## src/rtl/udp_vec_sequencer.sv

```systemverilog
// Purpose : on-chip vector sequencer that drives a small table of {b,c} stimuli into a primitive and checks its output a.
// Latency : start cycle to done pulse is N*(SETTLE+2)+1 cycles, or 2 cycles for an empty run (N=0).
// Backprs : no handshake; start and table writes are dropped while busy, and results hold until the next accepted start.
//
// Ports:
//   clk, rst                    clock (rising edge) and synchronous active-high reset
//   wr_en, wr_addr, wr_data     vector table write port, wr_data = {care, exp_a, b, c}; ignored while busy
//   vec_count, start            run request; vec_count (clamped to NUM_VEC) is latched on an accepted start
//   drv_b, drv_c, smp_a         stimulus to and response from the primitive under test
//   busy, done                  run in progress; one-cycle completion pulse
//   pass, err_cnt, err_idx      run result, mismatch count (saturating), first failing vector index
//
// Optional build macro: UDP_SEQ_STOP_ON_ERR_EN -- finish the run on the first counted mismatch.
module udp_vec_sequencer #(
  parameter  int NUM_VEC = 8,
  parameter  int SETTLE  = 1,
  localparam int AW      = $clog2(NUM_VEC),
  localparam int CW      = AW + 1,
  localparam int EW      = $clog2(NUM_VEC + 1)
) (
  input  logic          clk,
  input  logic          rst,
  input  logic          wr_en,
  input  logic [AW-1:0] wr_addr,
  input  logic [3:0]    wr_data,
  input  logic [CW-1:0] vec_count,
  input  logic          start,
  output logic          drv_b,
  output logic          drv_c,
  input  logic          smp_a,
  output logic          busy,
  output logic          done,
  output logic          pass,
  output logic [EW-1:0] err_cnt,
  output logic [AW-1:0] err_idx
);

  typedef enum logic [2:0] {
    S_IDLE,
    S_APPLY,
    S_SETTLE,
    S_CHECK,
    S_DONE
  } state_t;

  state_t        state_q, state_d;
  logic [AW-1:0] idx_q, idx_d;
  logic [CW-1:0] count_q, count_d;
  logic [3:0]    settle_q, settle_d;
  logic          drv_b_q, drv_b_d;
  logic          drv_c_q, drv_c_d;
  logic [EW-1:0] err_cnt_q, err_cnt_d;
  logic [AW-1:0] err_idx_q, err_idx_d;
  logic          pass_q, pass_d;
  logic          zero_q, zero_d;

  // Table contents survive reset so a run can be repeated after an abort.
  logic [3:0]    table_q [NUM_VEC];

  logic [3:0]    entry;
  logic [CW-1:0] count_clamped;
  logic          mismatch;
  logic          last;
  logic          stop;

  always_ff @(posedge clk) begin
    if (wr_en && (state_q == S_IDLE) && (32'(wr_addr) < NUM_VEC)) begin
      table_q[wr_addr] <= wr_data;
    end
  end

  always_comb begin
    state_d       = state_q;
    idx_d         = idx_q;
    count_d       = count_q;
    settle_d      = settle_q;
    drv_b_d       = drv_b_q;
    drv_c_d       = drv_c_q;
    err_cnt_d     = err_cnt_q;
    err_idx_d     = err_idx_q;
    pass_d        = pass_q;
    zero_d        = zero_q;
    entry         = table_q[idx_q];
    count_clamped = (vec_count > CW'(NUM_VEC)) ? CW'(NUM_VEC) : vec_count;
    mismatch      = entry[3] && (smp_a != entry[2]);
    last          = ({1'b0, idx_q} == (count_q - CW'(1)));
`ifdef UDP_SEQ_STOP_ON_ERR_EN
    stop          = last || mismatch;
`else
    stop          = last;
`endif

    case (state_q)
      S_IDLE: begin
        if (start) begin
          count_d   = count_clamped;
          idx_d     = '0;
          err_cnt_d = '0;
          err_idx_d = '0;
          pass_d    = 1'b0;
          if (count_clamped == '0) begin
            state_d = S_DONE;
            zero_d  = 1'b1;
          end else begin
            state_d = S_APPLY;
          end
        end
      end
      S_APPLY: begin
        drv_b_d  = entry[1];
        drv_c_d  = entry[0];
        settle_d = 4'(SETTLE - 1);
        state_d  = S_SETTLE;
      end
      S_SETTLE: begin
        if (settle_q == '0) begin
          state_d = S_CHECK;
        end else begin
          settle_d = settle_q - 4'd1;
        end
      end
      S_CHECK: begin
        if (mismatch) begin
          if (err_cnt_q != {EW{1'b1}}) begin
            err_cnt_d = err_cnt_q + 1'b1;
          end
          if (err_cnt_q == '0) begin
            err_idx_d = idx_q;
          end
        end
        if (stop) begin
          state_d = S_DONE;
        end else begin
          state_d = S_APPLY;
          idx_d   = idx_q + 1'b1;
        end
      end
      S_DONE: begin
        // An empty run idles one extra cycle here so its report lands two cycles after start.
        if (zero_q) begin
          zero_d = 1'b0;
        end else begin
          state_d = S_IDLE;
        end
      end
      default: begin
        state_d = S_IDLE;
      end
    endcase

    // Resolve pass on entry to DONE so it is already valid alongside the done pulse.
    if ((state_d == S_DONE) && (state_q != S_DONE)) begin
      pass_d = (err_cnt_d == '0);
    end
  end

  always_ff @(posedge clk) begin
    if (rst) begin
      state_q   <= S_IDLE;
      idx_q     <= '0;
      count_q   <= '0;
      settle_q  <= '0;
      drv_b_q   <= 1'b0;
      drv_c_q   <= 1'b0;
      err_cnt_q <= '0;
      err_idx_q <= '0;
      pass_q    <= 1'b0;
      zero_q    <= 1'b0;
    end else begin
      state_q   <= state_d;
      idx_q     <= idx_d;
      count_q   <= count_d;
      settle_q  <= settle_d;
      drv_b_q   <= drv_b_d;
      drv_c_q   <= drv_c_d;
      err_cnt_q <= err_cnt_d;
      err_idx_q <= err_idx_d;
      pass_q    <= pass_d;
      zero_q    <= zero_d;
    end
  end

  assign drv_b   = drv_b_q;
  assign drv_c   = drv_c_q;
  assign busy    = (state_q != S_IDLE);
  assign done    = (state_q == S_DONE) && !zero_q;
  assign pass    = pass_q;
  assign err_cnt = err_cnt_q;
  assign err_idx = err_idx_q;

endmodule

```

## config.mk

```make
export PLATFORM = sky130hd
export DESIGN_NAME = udp_vec_sequencer
export DESIGN_NICKNAME = d
export VERILOG_FILES = /design/src/rtl/udp_vec_sequencer.sv
export SDC_FILE = /design/constraint.sdc
export NUM_CORES = 1
export LEC_CHECK = 0
export CORE_MARGIN = 2
export CORE_UTILIZATION = 30
export CTS_CLUSTER_SIZE = 40
export DETAILED_ROUTE_END_ITERATION = 10
export GPL_ROUTABILITY_DRIVEN = 0
export SLEW_MARGIN = 20
export SYNTH_ARGS = -nofsm -noshare
export SYNTH_HDL_FRONTEND = slang
export SYNTH_SLANG_ARGS = --single-unit
```

## constraint.sdc

```tcl
create_clock -name clk -period 5.6 [get_ports clk]
set_input_delay 1.4 -clock clk [delete_from_list [all_inputs] [get_ports clk]]
set_output_delay 1.4 -clock clk [all_outputs]
set_load 0.1 [all_outputs]
```

* After elaboration in Yosys (flattened, before gate mapping)
Memories as Yosys holds them, arrays and structs flattened. A register that Yosys moved wholly into a read port is not among the register bits.
Index checks and enable logic that the tools add are counted.
** Word-level totals
- Bits in registers :: 25
- Memory bits (writable) :: 32
- Input bits :: 16
- Output and inout port bits :: 12
- Word-level logic and storage cells :: 82
- Memories :: 1
** Cells by class
- $add $sub $neg :: 4
- $lt $le $gt $ge :: 1
- Equality and inequality tests :: 15
- Mux-type cells :: 29
- Reduce and logical (&&, ||, !) cells :: 22
** Memories
- table_q :: words 8, bits a word 4, rd ports 1, clocked after memory_dff 1, write ports 1, line 58 : logic [3:0] table_q [NUM_VEC];
** Operators by type and width (count)
- 2-to-1 mux 3 bit :: 11
- 2-to-1 mux 4 bit :: 5
- logical NOT 4 bit :: 4
- one-hot mux 4 bit (2 select lines) :: 2
- one-hot mux 3 bit (5 select lines) :: 1
- one-hot mux 3 bit (2 select lines) :: 2
- != test 2 bit, second input constant :: 5
- nonzero test 2 bit :: 5
- subtractor 4 x 1 -> 4 bit, second input constant :: 2
- 2-to-1 mux 1 bit :: 7
- == test 3 x 2 -> 1 bit, second input constant :: 2
- == test 3 bit, second input constant :: 2
- AND reduction 2 bit :: 3
- AND reduction 3 bit :: 2
- adder 4 x 1 -> 4 bit, second input constant :: 1
- == test 3 x 4 -> 1 bit :: 1
- > comparator 4 bit, second input constant :: 1
- logical AND 1 bit :: 4
- != test 4 bit, second input constant :: 1
- AND reduction 4 bit :: 1
- adder 3 x 1 -> 3 bit, second input constant :: 1
- == test 3 x 1 -> 1 bit, second input constant :: 1
- logical NOT 3 bit :: 1
- != test 3 bit, second input constant :: 1
- other kinds (5) :: 5

* Logic depth before layout (Yosys ltp)
Gate-level depths: netlist (run 1).
- Depth in word-level cells :: 10
- Gate-level depth with buffers :: 9
- Mapped depth without buffers :: 9

* Least setup slack after synthesis (run 1)
No wires, ideal clock.
- Path type :: register to output
- Start point :: register state_q[2]
- End point :: output port done
- Arrival time :: 1.498 ns
- Data required time :: 4.200 ns
- Setup slack :: 2.702 ns
- Stages on the path, launching flop included :: 3
- Buffers on the path :: 1
- Cell sequence :: dfxtp_1 clkbuf_1 and3_1
** On the way
- Cells in the longest elaborated chain, start to end :: 2
** RTL lines
- start, declared :: line 46 : state_t state_q, state_d;
- start signal, assigned :: line 170 : state_q <= state_d;
- == test 3 bit :: line 186 : assign done = (state_q == S_DONE) && !zero_q;
- logical AND 1 bit :: line 186
- end, declared :: line 32 : output logic done,
Every way passes these cells.

* Worst setup path after layout (run 1)
- Start point :: register state_q[1]
- End point :: output port done
Same word-level chain as after synthesis.

==> flow_metrics.tcl, run 1 <==
set metrics [dict create \
    drtPass1Iterations 4 \
    finalSetupTns_ns 0 \
    required_ns 4.20 \
    min_path_type "reg2reg" \
    cts_max_level 3 \
    worst_pin_slew_ns 1.04 \
    finClkSkew_ns 0.00674 \
    drt_wl_total_um 5260 \
    grt_first_pass_wirelength_um 8690 \
    grt_pass1_vias 1759 \
    cts-resized-gates 0 \
    path_max_fanout 11 \
    wl_per_cell_um 13.9 \
    period_needed_ns 3.76 \
    cap_violations 0 \
    postCtsSetupBuffers 0 \
    die_x_um 99.8 \
    synth_top_area_cell "edfxtp_1" \
    antenna_found_initial 0 \
    diodes 0 \
    die-height_um 99.8 \
    p_leak_uw 0.00108 \
    fmaxAchievable_ghz 0.266 \
    cts_buffer_depth 2 \
    hold_violations 0 \
    boundaryPins 28 \
    final-setup-viol-count 0 \
    ys_types 43 \
    layout-drive-gt1-share_pct 10.7 \
    syn-cell-area_um2 2750 \
    ff_latch_area_um2 1520 \
    power_density_nw_per_um2 299 \
    max_slew_margin_pct 30.5 \
    coreArea_um2 8810 \
    syn_area_per_cell_um2 11.5 \
    cts.sinks 60 \
    status "finished, final reports clean" \
    netlist_instances 239 \
    track_usage_pct 11.5 \
    post-dp-hpwl_um 3690 \
    final_nets 287 \
    grt_max_degree 27 \
    holdWs_ns 0.456 \
    fin_crit_sh_pct 67.1 \
    vias_per_cell 4.96 \
    vias 1878 \
    antenna_left 0 \
    cts.clk_slew.worst_paths_ns 0.07 \
    cp-end-kind "output port" \
    rows 34 \
    portBuffers 27 \
    cts_buffers 9 \
    yosys.area.top_type_share_pct 34.9 \
    die-area_um2 9960 \
    worst-setup-path-type "reg2out" \
    cts_tree "yes" \
    ir_drop_mv 0.162 \
    start_kind "flip-flop" \
    rsz0062_at_grt "false" \
    syn2layout_area_growth_pct 18.7 \
    drt_drc_violations_left 0 \
    slew_viol_final 0 \
    multi_input_area_um2 1140 \
    ys_seq_elements 60 \
    start_util_pct 31.3 \
    drt_iter0_drc 61 \
    syn_nets 260 \
    yosysSeqAreaShare_pct 55.2 \
    grt_overflow 0 \
    ys_warn_count 0 \
    fillers 843 \
    root_buffer "clkbuf_8" \
    postCtsHoldBufs 0 \
    synth_area_leaders "edfxtp_1, dfxtp_1, nor2_1, mux4_1, a21oi_1" \
    clk_latency_ns 0.34 \
    worstPathArrival_ns 2.36 \
    layout_common_cells "nor2_1, edfxtp_1, dfxtp_1" \
]
==> registers in the layout, summed over array words and instances, names as in the netlist, named ones only <==
name,count
drv_b,1
err_cnt,4
err_idx,3
idx_q,3
state_q,3
pass,1
zero_q,1
drv_c,1
settle_q,4
table_q,32
count_q,4
==> path summary, 6_finish.rpt <==
| kind | start | to | slack, ns | depth (start not counted) |
|---|---|---|---|---|
| worst max-delay path | state_q[1]$_SDFF_PP0_ | done | 1.84 | 3 |
| worst min-delay path | err_idx[0]$_SDFFE_PP0P_ | err_idx[0]$_SDFFE_PP0P_ | 0.46 | 2 |
| worst max register to register | flip-flop | err_cnt[0]$_SDFF_PP0_ | 3.38 | 7 |
| worst min register to register | err_idx[0]$_SDFFE_PP0P_ | err_idx[0]$_SDFFE_PP0P_ | 0.46 | 2 |
==> through the flow <==
stage	std cells	setup slack [ns]	cell area, um^2	util [%]	total power (uW)
after detailed placement	363	2.21	3100	35.2	654
after CTS	379	1.83	3270	37.1	992
after global routing	379	1.73	3270	37.1	1020
final	379	1.84	3270	37.1	979
after floorplan	239	2.70	2750	-	614
after global placement	363	2.23	3100	35.2	652
==> cell families after synthesis <==
| group | synth area share (%) |
|---|---|
| AOI/OAI and AO/OA | 9.22 |
| adders and majority gates | 2.27 |
| xor gates and xnor gates | 2.86 |
| DFF | 55.2 |
| muxes | 9.63 |
| buffers and inverters | 3.36 |
| and+or+nand+nor | 17.4 |
==> critical path, cell delays in order, from the launching register on <==
cell             delay [ns]
dfxtp_1                0.44
nor2_1                 0.26
and3_1                 0.19
clkdlybuf4s50_1        1.13
==> synth_stat cells (all sizes together) <==
cell type and count:
edfxtp 32, nor2 32, dfxtp 28, nand2 17, a21oi 15, nand3 11
nor3 11, inv 9, mux2i 7, xnor2 7, clkbuf 6, mux4 6
buf 5, ha 5, nor2b 5, nor3b 5, a211oi 4, a31oi 4
o211ai 4, mux2 3, nand2b 3, nand4 3, and3b 2, nor4 2
xor2 2, a21boi 1, a221oi 1, a22oi 1, a2bb2oi 1, a31o 1
and2 1, and3 1, nand3b 1, nor4b 1, o21a 1, o31ai 1
==> final cells by class <==
type	count	area share, %
clock buffer	10	3.90
clock inverter	6	1.26
inverter	9	1.03
multi-input combinational	159	34.9
sequential	60	46.5
tap	108	4.13
timing repair buffer	27	8.27
==> where the power goes <==
group | total, uW | internal (uW) | switching [uW]
combinational | 150 | 52.8 | 97.2
sequential | 495 | 478 | 16.8
clock | 334 | 159 | 175
total | 979 | 690 | 289
==> routing by layer <==
metal / GRT usage, % / wire length (um) / vias up
li1: - / - / 934
met4: 4.74 / 79 / 0
met5: 0 / 0 / -
met1: 14.4 / 2460 / 888
met3: 4.67 / 300 / 10
met2: 17.6 / 2420 / 46
Power figures use the tool's default switching activity.
==> run 2, diff against run 1 <==
clock period = 3.4 ns   (was 5.6 ns; I/O delays follow)
==> flow_metrics.tcl, run 2 (synthesis gave the netlist of run 1 again) <==
set metrics [dict create \
    status "finished, final reports clean" \
    path_max_fanout 11 \
    cts_buffers 9 \
    finalSetupTns_ns 0 \
    met2WireLength_um 2440 \
    final-setup-viol-count 0 \
    cts.clk_slew.worst_paths_ns 0.06 \
    hold_start "err_idx[0]$_SDFFE_PP0P_" \
    clockPowerShare_pct 36.9 \
    antenna_left 0 \
    worst-setup-path-type "reg2out" \
    reg2reg_depth 7 \
    layout-drive-gt1-share_pct 14.7 \
    die-area_um2 9960 \
    drt_drc_violations_left 0 \
    p_sw_share_pct 26.8 \
    critical-path-max-stage-delay_ns 0.62 \
    period_needed_ns 2.42 \
    pre_cts_slack_ns 0.675 \
    drt_wl_total_um 5190 \
    largest_register_ffs 32 \
    grt_overflow 0 \
    root_buffer "clkbuf_8" \
    min_path_type "reg2reg" \
    start_util_pct 31.3 \
    slew_viol_final 0 \
    path_cells "nor2_1, and3_1, buf_4" \
    fin_cells 380 \
    track_usage_pct 11.3 \
    drtPass1Iterations 4 \
    drt_iter0_drc 52 \
    highest_layer "met4" \
    diodes 0 \
    p_sw_uw 451 \
    wl_per_cell_um 13.7 \
    antenna_found_initial 0 \
    cap_violations 0 \
    cts-resized-gates 0 \
    hold_violations 0 \
    power_density_nw_per_um2 515 \
    worstHoldEndpoint "err_idx[0]$_SDFFE_PP0P_" \
    vias_per_cell 4.83 \
    holdWs_ns 0.459 \
    rrSetupSlack_ns 1.17 \
    regToRegEndpoint "pass$_SDFFE_PP0P_" \
    cts_buffer_depth 2 \
    cp_slowest_cell "dfxtp_1" \
    worstPathArrival_ns 1.57 \
    required_ns 2.55 \
    fin_ws_ns 0.981 \
    grt_pass1_vias 1795 \
    rsz0062_at_grt "false" \
    layout_common_cells "nor2_1, edfxtp_1, dfxtp_1" \
    boundaryPins 28 \
    cts_max_level 3 \
    cts_tree "yes" \
    worst_pin_slew_ns 0.682 \
    ir_drop_mv 0.263 \
    fmaxAchievable_ghz 0.413 \
    postCtsSetupBuffers 0 \
    combPwrFrac_pct 14.5 \
    placed_cells 364 \
    rows 34 \
    postCtsHoldBufs 0 \
    finClkSkew_ns 0.00896 \
    p_leak_uw 0.00113 \
    m1WireLength_um 2340 \
    holdPathStages 2 \
    start_kind "flip-flop" \
    clk_latency_ns 0.34 \
    syn2layout_area_growth_pct 18.6 \
    p_int_uw 1230 \
    die_x_um 99.8 \
    portBuffers 27 \
    fin_crit_sh_pct 71.2 \
    die-height_um 99.8 \
    final_nets 288 \
    cp-end-kind "output port" \
    pwr-share-seq_pct 48.6 \
    coreArea_um2 8810 \
    vias 1834 \
    grt_max_degree 21 \
    largest-register "table_q" \
    post-dp-hpwl_um 3750 \
    cts.sinks 60 \
    grt_first_pass_wirelength_um 8560 \
    max_slew_margin_pct 54.2 \
    dr_wl_met3_um 332 \
]
run 2: worst max-delay path by stage:
stage	from	to	slack (ns)	cells past startpoint
4_1_cts	state_q[1]$_SDFF_PP0_	busy	0.98	3
3_3_place_gp	start	pass$_SDFFE_PP0P_	0.75	8
3_5_place_dp	start	pass$_SDFFE_PP0P_	0.68	8
6_report	state_q[1]$_SDFF_PP0_	done	0.98	3
2_1_floorplan	state_q[2]$_SDFF_PP0_	done	1.05	2
5_1_grt	state_q[1]$_SDFF_PP0_	done	0.87	3
run 2: power by group through the flow:
stage | Clock, uW | Sequential [uW] | Combinational (uW)
floorplan | 0 | 846 | 165
global placement | 0 | 831 | 243
detailed placement | 0 | 832 | 246
CTS | 639 | 816 | 247
global route | 667 | 820 | 265
finish | 620 | 817 | 244
run 2: area by class of cell:
class | instances | area (um^2)
fill | 860 | 5540
sequential | 60 | 1520
inverter | 9 | 33.8
timing repair buffer | 28 | 248
clock buffer | 13 | 149
clock inverter | 3 | 40.0
multi-input combinational | 159 | 1140
tap | 108 | 135
run 2: metal layers:
| layer | vias up | GRT usage, % |
|---|---|---|
| met3 | 8 | 4.25 |
| met4 | 0 | 5.37 |
| met2 | 39 | 17.6 |
| met5 | - | 0 |
| met1 | 851 | 13.8 |
| li1 | 936 | - |
run 2: critical path, delay by kind of cell (launching register included):
kind          cells  cell delay, ns
buf+inv           1            0.22
flops             1            0.62
simple gates      2            0.38
run 2: metrics by stage:
stage | power, uW | cell area [um^2] | utilization, %
after global placement | 1070 | 3080 | 35.0
after floorplan | 1010 | 2750 | -
after detailed placement | 1080 | 3080 | 35.0
after global routing | 1750 | 3270 | 37.1
final | 1680 | 3270 | 37.1
after CTS | 1700 | 3270 | 37.1
==> run 3, diff against run 2 <==
clock period = 2.4 ns   (was 3.4 ns; I/O delays follow)
==> flow_metrics.tcl, run 3 (synthesis gave the netlist of run 1 again) <==
set metrics [dict create \
    power_density_nw_per_um2 710 \
    ir_drop_mv 0.439 \
    postCtsSetupBuffers 0 \
    syn2layout_area_growth_pct 21.5 \
    die-height_um 99.8 \
    worst-setup-path-type "reg2out" \
    fin_ws_ns 0.186 \
    antenna_found_initial 0 \
    ff_latch_area_um2 1520 \
    max_slew_margin_pct 63.8 \
    largest-register "table_q" \
    cp-end-kind "output port" \
    grt_overflow 0 \
    hold_violations 0 \
    fillers 847 \
    drt_wl_total_um 5480 \
    finalSetupTns_ns 0 \
    cts.sinks 60 \
    clk_latency_ns 0.36 \
    layout_common_cells "nor2_1, edfxtp_1, dfxtp_1" \
    cts_tree "yes" \
    coreArea_um2 8810 \
    final-setup-viol-count 0 \
    post-dp-hpwl_um 3950 \
    final_nets 296 \
    grt_max_degree 16 \
    required_ns 1.80 \
    drt_drc_violations_left 0 \
    portBuffers 27 \
    cap_violations 0 \
    wl_per_cell_um 14.1 \
    cts.clk_slew.worst_paths_ns 0.07 \
    drt_iter0_drc 66 \
    fmaxAchievable_ghz 0.452 \
    start_kind "flip-flop" \
    cts_buffer_depth 2 \
    period_needed_ns 2.21 \
    rsz0062_at_grt "false" \
    holdWs_ns 0.467 \
    worstPathArrival_ns 1.61 \
    vias_per_cell 4.88 \
    postCtsHoldBufs 0 \
    pre_cts_slack_ns 0.121 \
    path_max_fanout 11 \
    drtPass1Iterations 4 \
    grt_first_pass_wirelength_um 9340 \
    die_x_um 99.8 \
    vias 1892 \
    slew_viol_final 0 \
    multi_input_area_um2 1140 \
    cts_buffers 9 \
    cts_max_level 3 \
    die-area_um2 9960 \
    min_path_type "reg2reg" \
    fin_crit_sh_pct 92.3 \
    boundaryPins 28 \
    layout-drive-gt1-share_pct 18.2 \
    status "finished, final reports clean" \
    root_buffer "clkbuf_8" \
    rows 34 \
    worst_pin_slew_ns 0.542 \
    grt_pass1_vias 1919 \
    track_usage_pct 12.0 \
    p_leak_uw 0.00117 \
    largest_register_ffs 32 \
    start_util_pct 31.3 \
    cts-resized-gates 0 \
    diodes 0 \
    antenna_left 0 \
    finClkSkew_ns 0.0186 \
]
[run 3: cell types whose count changed in the layout (fill, tap and decap cells not counted), sizes merged]
cell	change
clkbuf	-4
clkinvlp	+2
inv	+3
bufinv	-1
buf	+8
[run 3: metrics by stage]
stage	instance area (um^2)	cells	total power, uW	util, %
global route	3350	388	2470	38.0
finish	3350	388	2370	38.0
global placement	3160	372	1560	35.9
floorplan	2750	239	1430	-
CTS	3350	388	2400	38.0
detailed placement	3160	372	1560	35.9
[run 3: path summary, 6_finish.rpt]
kind	cells past startpoint	startpoint	slack, ns	to
setup reg to reg	7	flip-flop	0.38	pass$_SDFFE_PP0P_
hold reg to reg	2	err_idx[2]$_SDFFE_PP0P_	0.47	err_idx[2]$_SDFFE_PP0P_
hold / removal	2	err_idx[2]$_SDFFE_PP0P_	0.47	err_idx[2]$_SDFFE_PP0P_
setup / recovery	3	state_q[1]$_SDFF_PP0_	0.19	busy
[run 3: worst max-delay path, stage by stage (launching register included)]
cell	delay, ns
dfxtp_1	0.46
nor3_2	0.47
inv_1	0.15
buf_12	0.19
[run 3: per-layer routing]
layer  part of all wire (%)  vias up  track usage [%]  routed length [um]
met3                    5.1        7             4.46                 282
met1                     46      894             15.6                2540
met2                     48       44             19.0                2620
met4                   0.78        0             3.48                  43
met5                      0        -                0                   0
li1                       -      947                -                   -
[run 3: final cells by class]
cell class	instances	area share [%]
timing repair buffer	36	9.95
clock buffer	9	3.70
multi-input combinational	159	34.1
inverter	9	1.01
clock inverter	7	1.76
tap	108	4.04
sequential	60	45.5
[run 3: where the power goes]
part	total, uW	internal (uW)	switching [uW]
Sequential	1150	1120	39.3
Combinational	387	147	239
Clock	833	387	445
Total	2370	1650	724
